## src/rtl/config_arb_pkg.sv

```systemverilog
// config_arb_pkg
// Shared definitions for the configuration access arbiter:
//   - state_e     : sequencer state encoding (also exported on dbg_state)
//   - *_DEF       : default requester count and word widths
//   - next_index  : round-robin successor with wrap-around
package config_arb_pkg;

  typedef enum logic [2:0] {
    S_IDLE    = 3'd0,
    S_GRANT   = 3'd1,
    S_WRITE   = 3'd2,
    S_RELEASE = 3'd3,
    S_LOCKED  = 3'd4
  } state_e;

  localparam int NREQ_DEF  = 4;
  localparam int CFG_W_DEF = 35;
  localparam int KEY_W_DEF = 2;

  // Successor of idx in a ring of n requesters.
  function automatic int next_index(input int idx, input int n);
    if (idx >= n - 1) begin
      return 0;
    end else begin
      return idx + 1;
    end
  endfunction

endpackage

```

## src/rtl/rr_arbiter.sv

```systemverilog
// rr_arbiter
// Purely combinational round-robin picker: returns the first asserted
// request found searching upward from ptr, wrapping at NREQ-1 -> 0.
// Ports:
//   req   in  NREQ  request vector
//   ptr   in  IDXW  search start index (must be < NREQ)
//   pick  out NREQ  one-hot of the chosen requester (zero if none)
//   idx   out IDXW  binary index of the chosen requester
//   valid out 1     at least one request is asserted
module rr_arbiter #(
  parameter int NREQ = 4,
  parameter int IDXW = (NREQ > 1) ? $clog2(NREQ) : 1
) (
  input  logic [NREQ-1:0] req,
  input  logic [IDXW-1:0] ptr,
  output logic [NREQ-1:0] pick,
  output logic [IDXW-1:0] idx,
  output logic            valid
);

  // Scan the ring starting at ptr; the first hit wins.
  always_comb begin
    logic [IDXW-1:0] cand_s;
    pick   = '0;
    idx    = '0;
    valid  = 1'b0;
    cand_s = '0;
    for (int k = 0; k < NREQ; k++) begin
      cand_s = IDXW'((int'(ptr) + k) % NREQ);
      if (!valid && req[cand_s]) begin
        valid        = 1'b1;
        pick[cand_s] = 1'b1;
        idx          = cand_s;
      end else begin
        valid = valid;
      end
    end
  end

endmodule

```

## src/rtl/config_access_arbiter.sv

```systemverilog
// config_access_arbiter
// Shares the single configuration write port among NREQ requesters in
// round-robin order, authenticates each commit against syskey and locks
// out for LOCK_CYC cycles after MAX_FAIL consecutive bad passwords.
// Ports:
//   clk, arst             clock, asynchronous active-low reset
//   req/confirm [NREQ]    per-requester level request / commit strobe
//   password, configin    per-requester packed slices (slice i = requester i)
//   syskey                system key
//   grant [NREQ]          registered one-hot grant (zero in IDLE/LOCKED)
//   configout [CFG_W]     committed configuration word
//   write_en, denied      one-cycle commit / rejection pulses
//   locked                high while in lockout
//   dbg_state [3]         current state encoding
module config_access_arbiter
  import config_arb_pkg::*;
#(
  parameter int NREQ     = NREQ_DEF,
  parameter int CFG_W    = CFG_W_DEF,
  parameter int KEY_W    = KEY_W_DEF,
  parameter int TIMEOUT  = 8,
  parameter int MAX_FAIL = 3,
  parameter int LOCK_CYC = 16
) (
  input  logic                    clk,
  input  logic                    arst,
  input  logic [NREQ-1:0]         req,
  input  logic [NREQ-1:0]         confirm,
  input  logic [NREQ*KEY_W-1:0]   password,
  input  logic [NREQ*CFG_W-1:0]   configin,
  input  logic [KEY_W-1:0]        syskey,
  output logic [NREQ-1:0]         grant,
  output logic [CFG_W-1:0]        configout,
  output logic                    write_en,
  output logic                    denied,
  output logic                    locked,
  output logic [2:0]              dbg_state
);

  localparam int IDXW  = (NREQ > 1) ? $clog2(NREQ) : 1;
  localparam int FAILW = $clog2(MAX_FAIL + 1);
  localparam int TMRW  = (TIMEOUT > 1) ? $clog2(TIMEOUT) : 1;
  localparam int LCKW  = (LOCK_CYC > 1) ? $clog2(LOCK_CYC) : 1;

  localparam logic [TMRW-1:0]  TMR_LAST = TMRW'(TIMEOUT - 1);
  localparam logic [LCKW-1:0]  LCK_LAST = LCKW'(LOCK_CYC - 1);
  localparam logic [FAILW-1:0] FAIL_LIM = FAILW'(MAX_FAIL);

  state_e           state_q, state_d;
  logic [NREQ-1:0]  grant_q, grant_d;
  logic [IDXW-1:0]  idx_q, idx_d;
  logic [IDXW-1:0]  ptr_q, ptr_d;
  logic [CFG_W-1:0] cfg_q, cfg_d;
  logic [FAILW-1:0] fail_q, fail_d;
  logic [TMRW-1:0]  timer_q, timer_d;
  logic [LCKW-1:0]  lock_q, lock_d;
  logic             denied_q, denied_d;

  logic [NREQ-1:0]  pick_s;
  logic [IDXW-1:0]  pick_idx_s;
  logic             pick_valid_s;
  logic [KEY_W-1:0] key_sel_s;
  logic [CFG_W-1:0] cfg_sel_s;
  logic [IDXW-1:0]  ptr_next_s;
  logic [FAILW-1:0] fail_inc_s;

  rr_arbiter #(
    .NREQ (NREQ),
    .IDXW (IDXW)
  ) u_rr (
    .req   (req),
    .ptr   (ptr_q),
    .pick  (pick_s),
    .idx   (pick_idx_s),
    .valid (pick_valid_s)
  );

  // Only the granted requester's slices are ever looked at.
  assign key_sel_s  = password[int'(idx_q) * KEY_W +: KEY_W];
  assign cfg_sel_s  = configin[int'(idx_q) * CFG_W +: CFG_W];
  assign ptr_next_s = IDXW'(next_index(int'(idx_q), NREQ));
  assign fail_inc_s = fail_q + FAILW'(1);

  // Next-state and datapath decisions for the access sequencer.
  always_comb begin
    state_d  = state_q;
    grant_d  = grant_q;
    idx_d    = idx_q;
    ptr_d    = ptr_q;
    cfg_d    = cfg_q;
    fail_d   = fail_q;
    timer_d  = timer_q;
    lock_d   = lock_q;
    denied_d = 1'b0;

    case (state_q)
      S_IDLE: begin
        if (pick_valid_s) begin
          grant_d = pick_s;
          idx_d   = pick_idx_s;
          timer_d = '0;
          state_d = S_GRANT;
        end else begin
          grant_d = '0;
        end
      end

      S_GRANT: begin
        // Withdrawal wins over a same-cycle confirm; the pointer stays put.
        if (!req[idx_q]) begin
          grant_d = '0;
          state_d = S_IDLE;
        end else if (confirm[idx_q]) begin
          if (key_sel_s == syskey) begin
            cfg_d   = cfg_sel_s;
            state_d = S_WRITE;
          end else begin
            denied_d = 1'b1;
            fail_d   = fail_inc_s;
            ptr_d    = ptr_next_s;
            grant_d  = '0;
            if (fail_inc_s >= FAIL_LIM) begin
              lock_d  = '0;
              state_d = S_LOCKED;
            end else begin
              state_d = S_IDLE;
            end
          end
        end else if (timer_q == TMR_LAST) begin
          denied_d = 1'b1;
          ptr_d    = ptr_next_s;
          grant_d  = '0;
          state_d  = S_IDLE;
        end else begin
          timer_d = timer_q + TMRW'(1);
        end
      end

      S_WRITE: begin
        fail_d  = '0;
        ptr_d   = ptr_next_s;
        state_d = S_RELEASE;
      end

      S_RELEASE: begin
        // Confirm is deliberately ignored here so a held strobe cannot rewrite.
        if (!req[idx_q]) begin
          grant_d = '0;
          state_d = S_IDLE;
        end else begin
          state_d = S_RELEASE;
        end
      end

      S_LOCKED: begin
        grant_d = '0;
        if (lock_q == LCK_LAST) begin
          fail_d  = '0;
          state_d = S_IDLE;
        end else begin
          lock_d = lock_q + LCKW'(1);
        end
      end

      default: begin
        grant_d = '0;
        state_d = S_IDLE;
      end
    endcase
  end

  // Sequencer state, counters and committed configuration register.
  always_ff @(posedge clk or negedge arst) begin
    if (!arst) begin
      state_q  <= S_IDLE;
      grant_q  <= '0;
      idx_q    <= '0;
      ptr_q    <= '0;
      cfg_q    <= '0;
      fail_q   <= '0;
      timer_q  <= '0;
      lock_q   <= '0;
      denied_q <= 1'b0;
    end else begin
      state_q  <= state_d;
      grant_q  <= grant_d;
      idx_q    <= idx_d;
      ptr_q    <= ptr_d;
      cfg_q    <= cfg_d;
      fail_q   <= fail_d;
      timer_q  <= timer_d;
      lock_q   <= lock_d;
      denied_q <= denied_d;
    end
  end

  // Pulses are pure decodes of registered state: no input-to-output path.
  assign grant     = grant_q;
  assign configout = cfg_q;
  assign denied    = denied_q;
  assign write_en  = (state_q == S_WRITE);
  assign locked    = (state_q == S_LOCKED);
  assign dbg_state = state_q;

endmodule
```

## config.mk

```make
export PLATFORM = sky130hd
export DESIGN_NAME = config_access_arbiter
export DESIGN_NICKNAME = d
export VERILOG_FILES = /design/src/rtl/config_arb_pkg.sv /design/src/rtl/rr_arbiter.sv /design/src/rtl/config_access_arbiter.sv
export SDC_FILE = /design/constraint.sdc
export NUM_CORES = 1
export LEC_CHECK = 0
export BUFFER_PORTS_ARGS = -buffer_cell sky130_fd_sc_hd__buf_2
export CORE_MARGIN = 8
export CORE_UTILIZATION = 35
export DETAILED_ROUTE_END_ITERATION = 8
export PLACE_DENSITY = 0.75
export SLEW_MARGIN = 0
export SYNTH_ARGS = -nofsm -noshare
export SYNTH_HDL_FRONTEND = slang
export SYNTH_SLANG_ARGS = --single-unit
```

## constraint.sdc

```tcl
create_clock -name clk -period 2.6 [get_ports clk]
set_clock_uncertainty 0.05 [all_clocks]
set_input_delay 0.26 -clock clk [delete_from_list [all_inputs] [get_ports clk]]
set_output_delay 0.26 -clock clk [all_outputs]
set_load 0.01 [all_outputs]
```

==> results_dict.tcl <==
set metrics [dict create \
    path_cells "inv_1 -> ha_4 -> mux4_2 -> or2_2 -> o31ai_4 -> buf_4 -> nand3_1 -> o21ai_0" \
    cts_resized 0 \
    vias 3351 \
    fillerInstances 985 \
    drt-wirelength-per-cell_microns 18.56 \
    worstPathMaxFanout 7 \
    drt_first_iter_violations 173 \
    synth_xor_area_share_pct 1.156 \
    finalSetupTns_ns 0 \
    cts_tree "built" \
    synthSimpleGateAreaFrac_pct 8.226 \
    dp_cells 621 \
    n_antenna_cell 0 \
    worstPathRequired_ns 2.77 \
    io_buffers 204 \
    outcome "completed" \
    grt_pass1_wl_microns 18910 \
    area.growth.synth_to_final_pct 34.62 \
    final_cell_mix "buf_2 (204), dfrtp_1 (53), mux4_2 (41)" \
    grt.overflow.total 0 \
    fmaxAchievable_mhz 418.0 \
    synth_top_family_by_area "multiplexers" \
    antenna_found_initial 0 \
    critical_path_buf_inv_count 2 \
    grtUsageTotal_pct 16.14 \
    die_w_microns 120.0 \
    peakVddDrop_uv 550.0 \
    vias_per_cell 5.319 \
    ff2ff_path_depth 8 \
    routabilityCongestion 0.9043 \
    cpLargestDelayFamily "multiplexers" \
    cts_max_level 2 \
    max_cap_viol_count 0 \
    row_count 38 \
    hold_path_startpoint "configin[99]" \
    ctsRootBufferMaster "clkbuf_8" \
    clock_latency_ns 0.30 \
    synthAdderAreaFrac_pct 3.964 \
    final_common_cell "buf_2" \
    placed_cell_area_sq_mm 0.005004 \
    grt_pass1_vias 3674 \
    worst-path-stages 8 \
    yosysUniqueCellTypes 48 \
    r2r_slack_ns 0.21 \
    start_util_pct 35.40 \
    leakagePower_nw 2.489 \
    r2r_start "ptr_q[1]$_DFFE_PN0P_" \
    rsz0062_at_grt "no" \
    worst-setup-path-type "flip-flop to flip-flop" \
    core_sq_mm 0.01070 \
    rr_endpoint "timer_q[0]$_DFFE_PN0P_" \
    netlist_area_sq_mm 0.003787 \
    post-route-util_pct 47.66 \
    drive_above_1_share_pct 63.47 \
    worst_pin_slew_ns 0.7306 \
    ioPinCount 205 \
    slowest_stage "mux4_2" \
    min_period_over_period_pct 92.01 \
    critPathLaunchType "flip-flop" \
    cts_made_buffers 5 \
    min_path_type "primary input to flip-flop" \
    setup_viol 0 \
    syn_avg_cell_area_sq_um 13.34 \
    synth_compound_area_share_pct 9.845 \
    drtAntennaViolNets 0 \
    synthMuxAreaShare_pct 36.44 \
    end_kind "flip-flop" \
    period_needed_ns 2.392 \
    cts.sinks 56 \
    finalHoldViolCount 0 \
    fin_nets 662 \
    power_density_mw_per_mm2 1006 \
    dr.pass1.iters 6 \
    yosys_warnings 0 \
    dieArea_sq_mm 0.01441 \
    fp.dieH_microns 120.0 \
    timing.critical_path.from "ptr_q[1]$_DFFE_PN0P_" \
    synth.net_count 456 \
    syn_inst 284 \
    synth_flop_cell "dfrtp_1" \
    final_cells 630 \
    grt_max_degree 39 \
    slew_violations 0 \
    cpPeakStageDelay_ns 0.57 \
    synth_edf_count 0 \
    hpwl_microns 9480 \
    synth-seq-cells 56 \
    clockBufferDepth 2 \
    crit_path_end "timer_q[0]$_DFFE_PN0P_" \
    worst-endpoint-arrival_ns 2.57 \
    final_area_sq_mm 0.005099 \
    slew_headroom_pct 51.30 \
    cts.clk_slew.worst_paths_ns 0.10 \
    route.detailed.drc 0 \
    drt-total-wl_microns 11690 \
    ys_seq_area_share_pct 37.00 \
    async_reset_ff_share_pct 100.0 \
]
## cells in the mapped netlist, types with 4 or more instances
cell	number	area (sq um)
nand2_1	16	60.06
inv_1	7	26.28
buf_6	5	56.30
mux2_2	37	416.7
nor2_1	8	30.03
o21ai_0	7	35.03
mux2i_1	4	40.04
clkbuf_1	5	18.77
a22oi_1	6	45.04
mux4_2	41	923.4
dfrtp_1	56	1401
nand3_1	7	35.03
a221o_1	4	40.04
a21oi_1	10	50.05
o2bb2ai_1	4	35.03
ha_1	12	150.1
nand2b_1	6	37.54
## layer usage
metal | GRT usage (%) | up-vias | wire length [microns]
li1 | - | 1530 | -
met1 | 17.77 | 1627 | 4289
met2 | 29.48 | 175 | 6116
met3 | 4.321 | 19 | 1008
met4 | 5.230 | 0 | 275
met5 | 0 | - | 0
## worst min path at each step
stage,to,cells past startpoint
2_1_floorplan,configout[0]$_DFFE_PN0P_,0
3_3_place_gp,configout[32]$_DFFE_PN0P_,1
3_5_place_dp,configout[26]$_DFFE_PN0P_,1
4_1_cts,configout[31]$_DFFE_PN0P_,3
5_1_grt,configout[26]$_DFFE_PN0P_,3
6_report,configout[29]$_DFFE_PN0P_,3
## state kept, by name (all words and copies together), names as in the netlist
signal / flops
configout: 35
dbg_state: 3
denied: 1
fail_q: 2
grant: 4
idx_q: 2
lock_q: 4
ptr_q: 2
timer_q: 3
## worst min-delay path, stage by stage
cell    delay [ns]
buf_2         0.07
mux4_2        0.21
mux2_2        0.13
## final cells by class
class | instances | area [sq um] | area share [%]
Timing Repair Buffer | 214 | 1136 | 22.28
Clock buffer | 6 | 72.57 | 1.423
Inverter | 7 | 26.28 | 0.5153
Sequential cell | 56 | 1405 | 27.56
Tap cell | 140 | 175.2 | 3.436
Clock inverter | 1 | 5.005 | 0.09816
Multi-Input combinational cell | 206 | 2278 | 44.69
## kinds of logic (layout without fill, tap and decap cells)
logic type	count (synthesis)	after routing
muxes	82	82
xor gates and xnor gates	5	5
adders and majority gates	12	12
buffers and inverters	22	228
and+or+nand+nor	58	58
DFF	56	56
AOI/OAI and AO/OA	49	49
## stage by stage
stage | total power [W] | hold slack [ns] | setup WS (ns)
after CTS | 0.005174 | 0.3373 | 0.07825
after detailed placement | 0.004712 | 0.3176 | 0.1056
after global routing | 0.005550 | 0.3388 | 0.09544
after floorplan | 0.003752 | -0.08559 | 0.03725
final | 0.005128 | 0.3417 | 0.2076
after global placement | 0.004587 | 0.2924 | 0.1822
## report_power, final
group	switching, W	internal (W)	leakage, nW	total [W]
clock network	0.000270	0.000184	0.0410	0.000454
logic	0.00151	0.00164	1.75	0.00315
registers	0.000258	0.00127	0.694	0.00152
total	0.00204	0.00309	2.49	0.00513
## timing repair
item                                   4_1_cts  5_1_grt
hold buffers                                 1        0
buffers inserted                             0        1
setup endpoints to repair                    0        6
endpoints found under the hold margin       29        0
(Power assumes the default switching activity.)
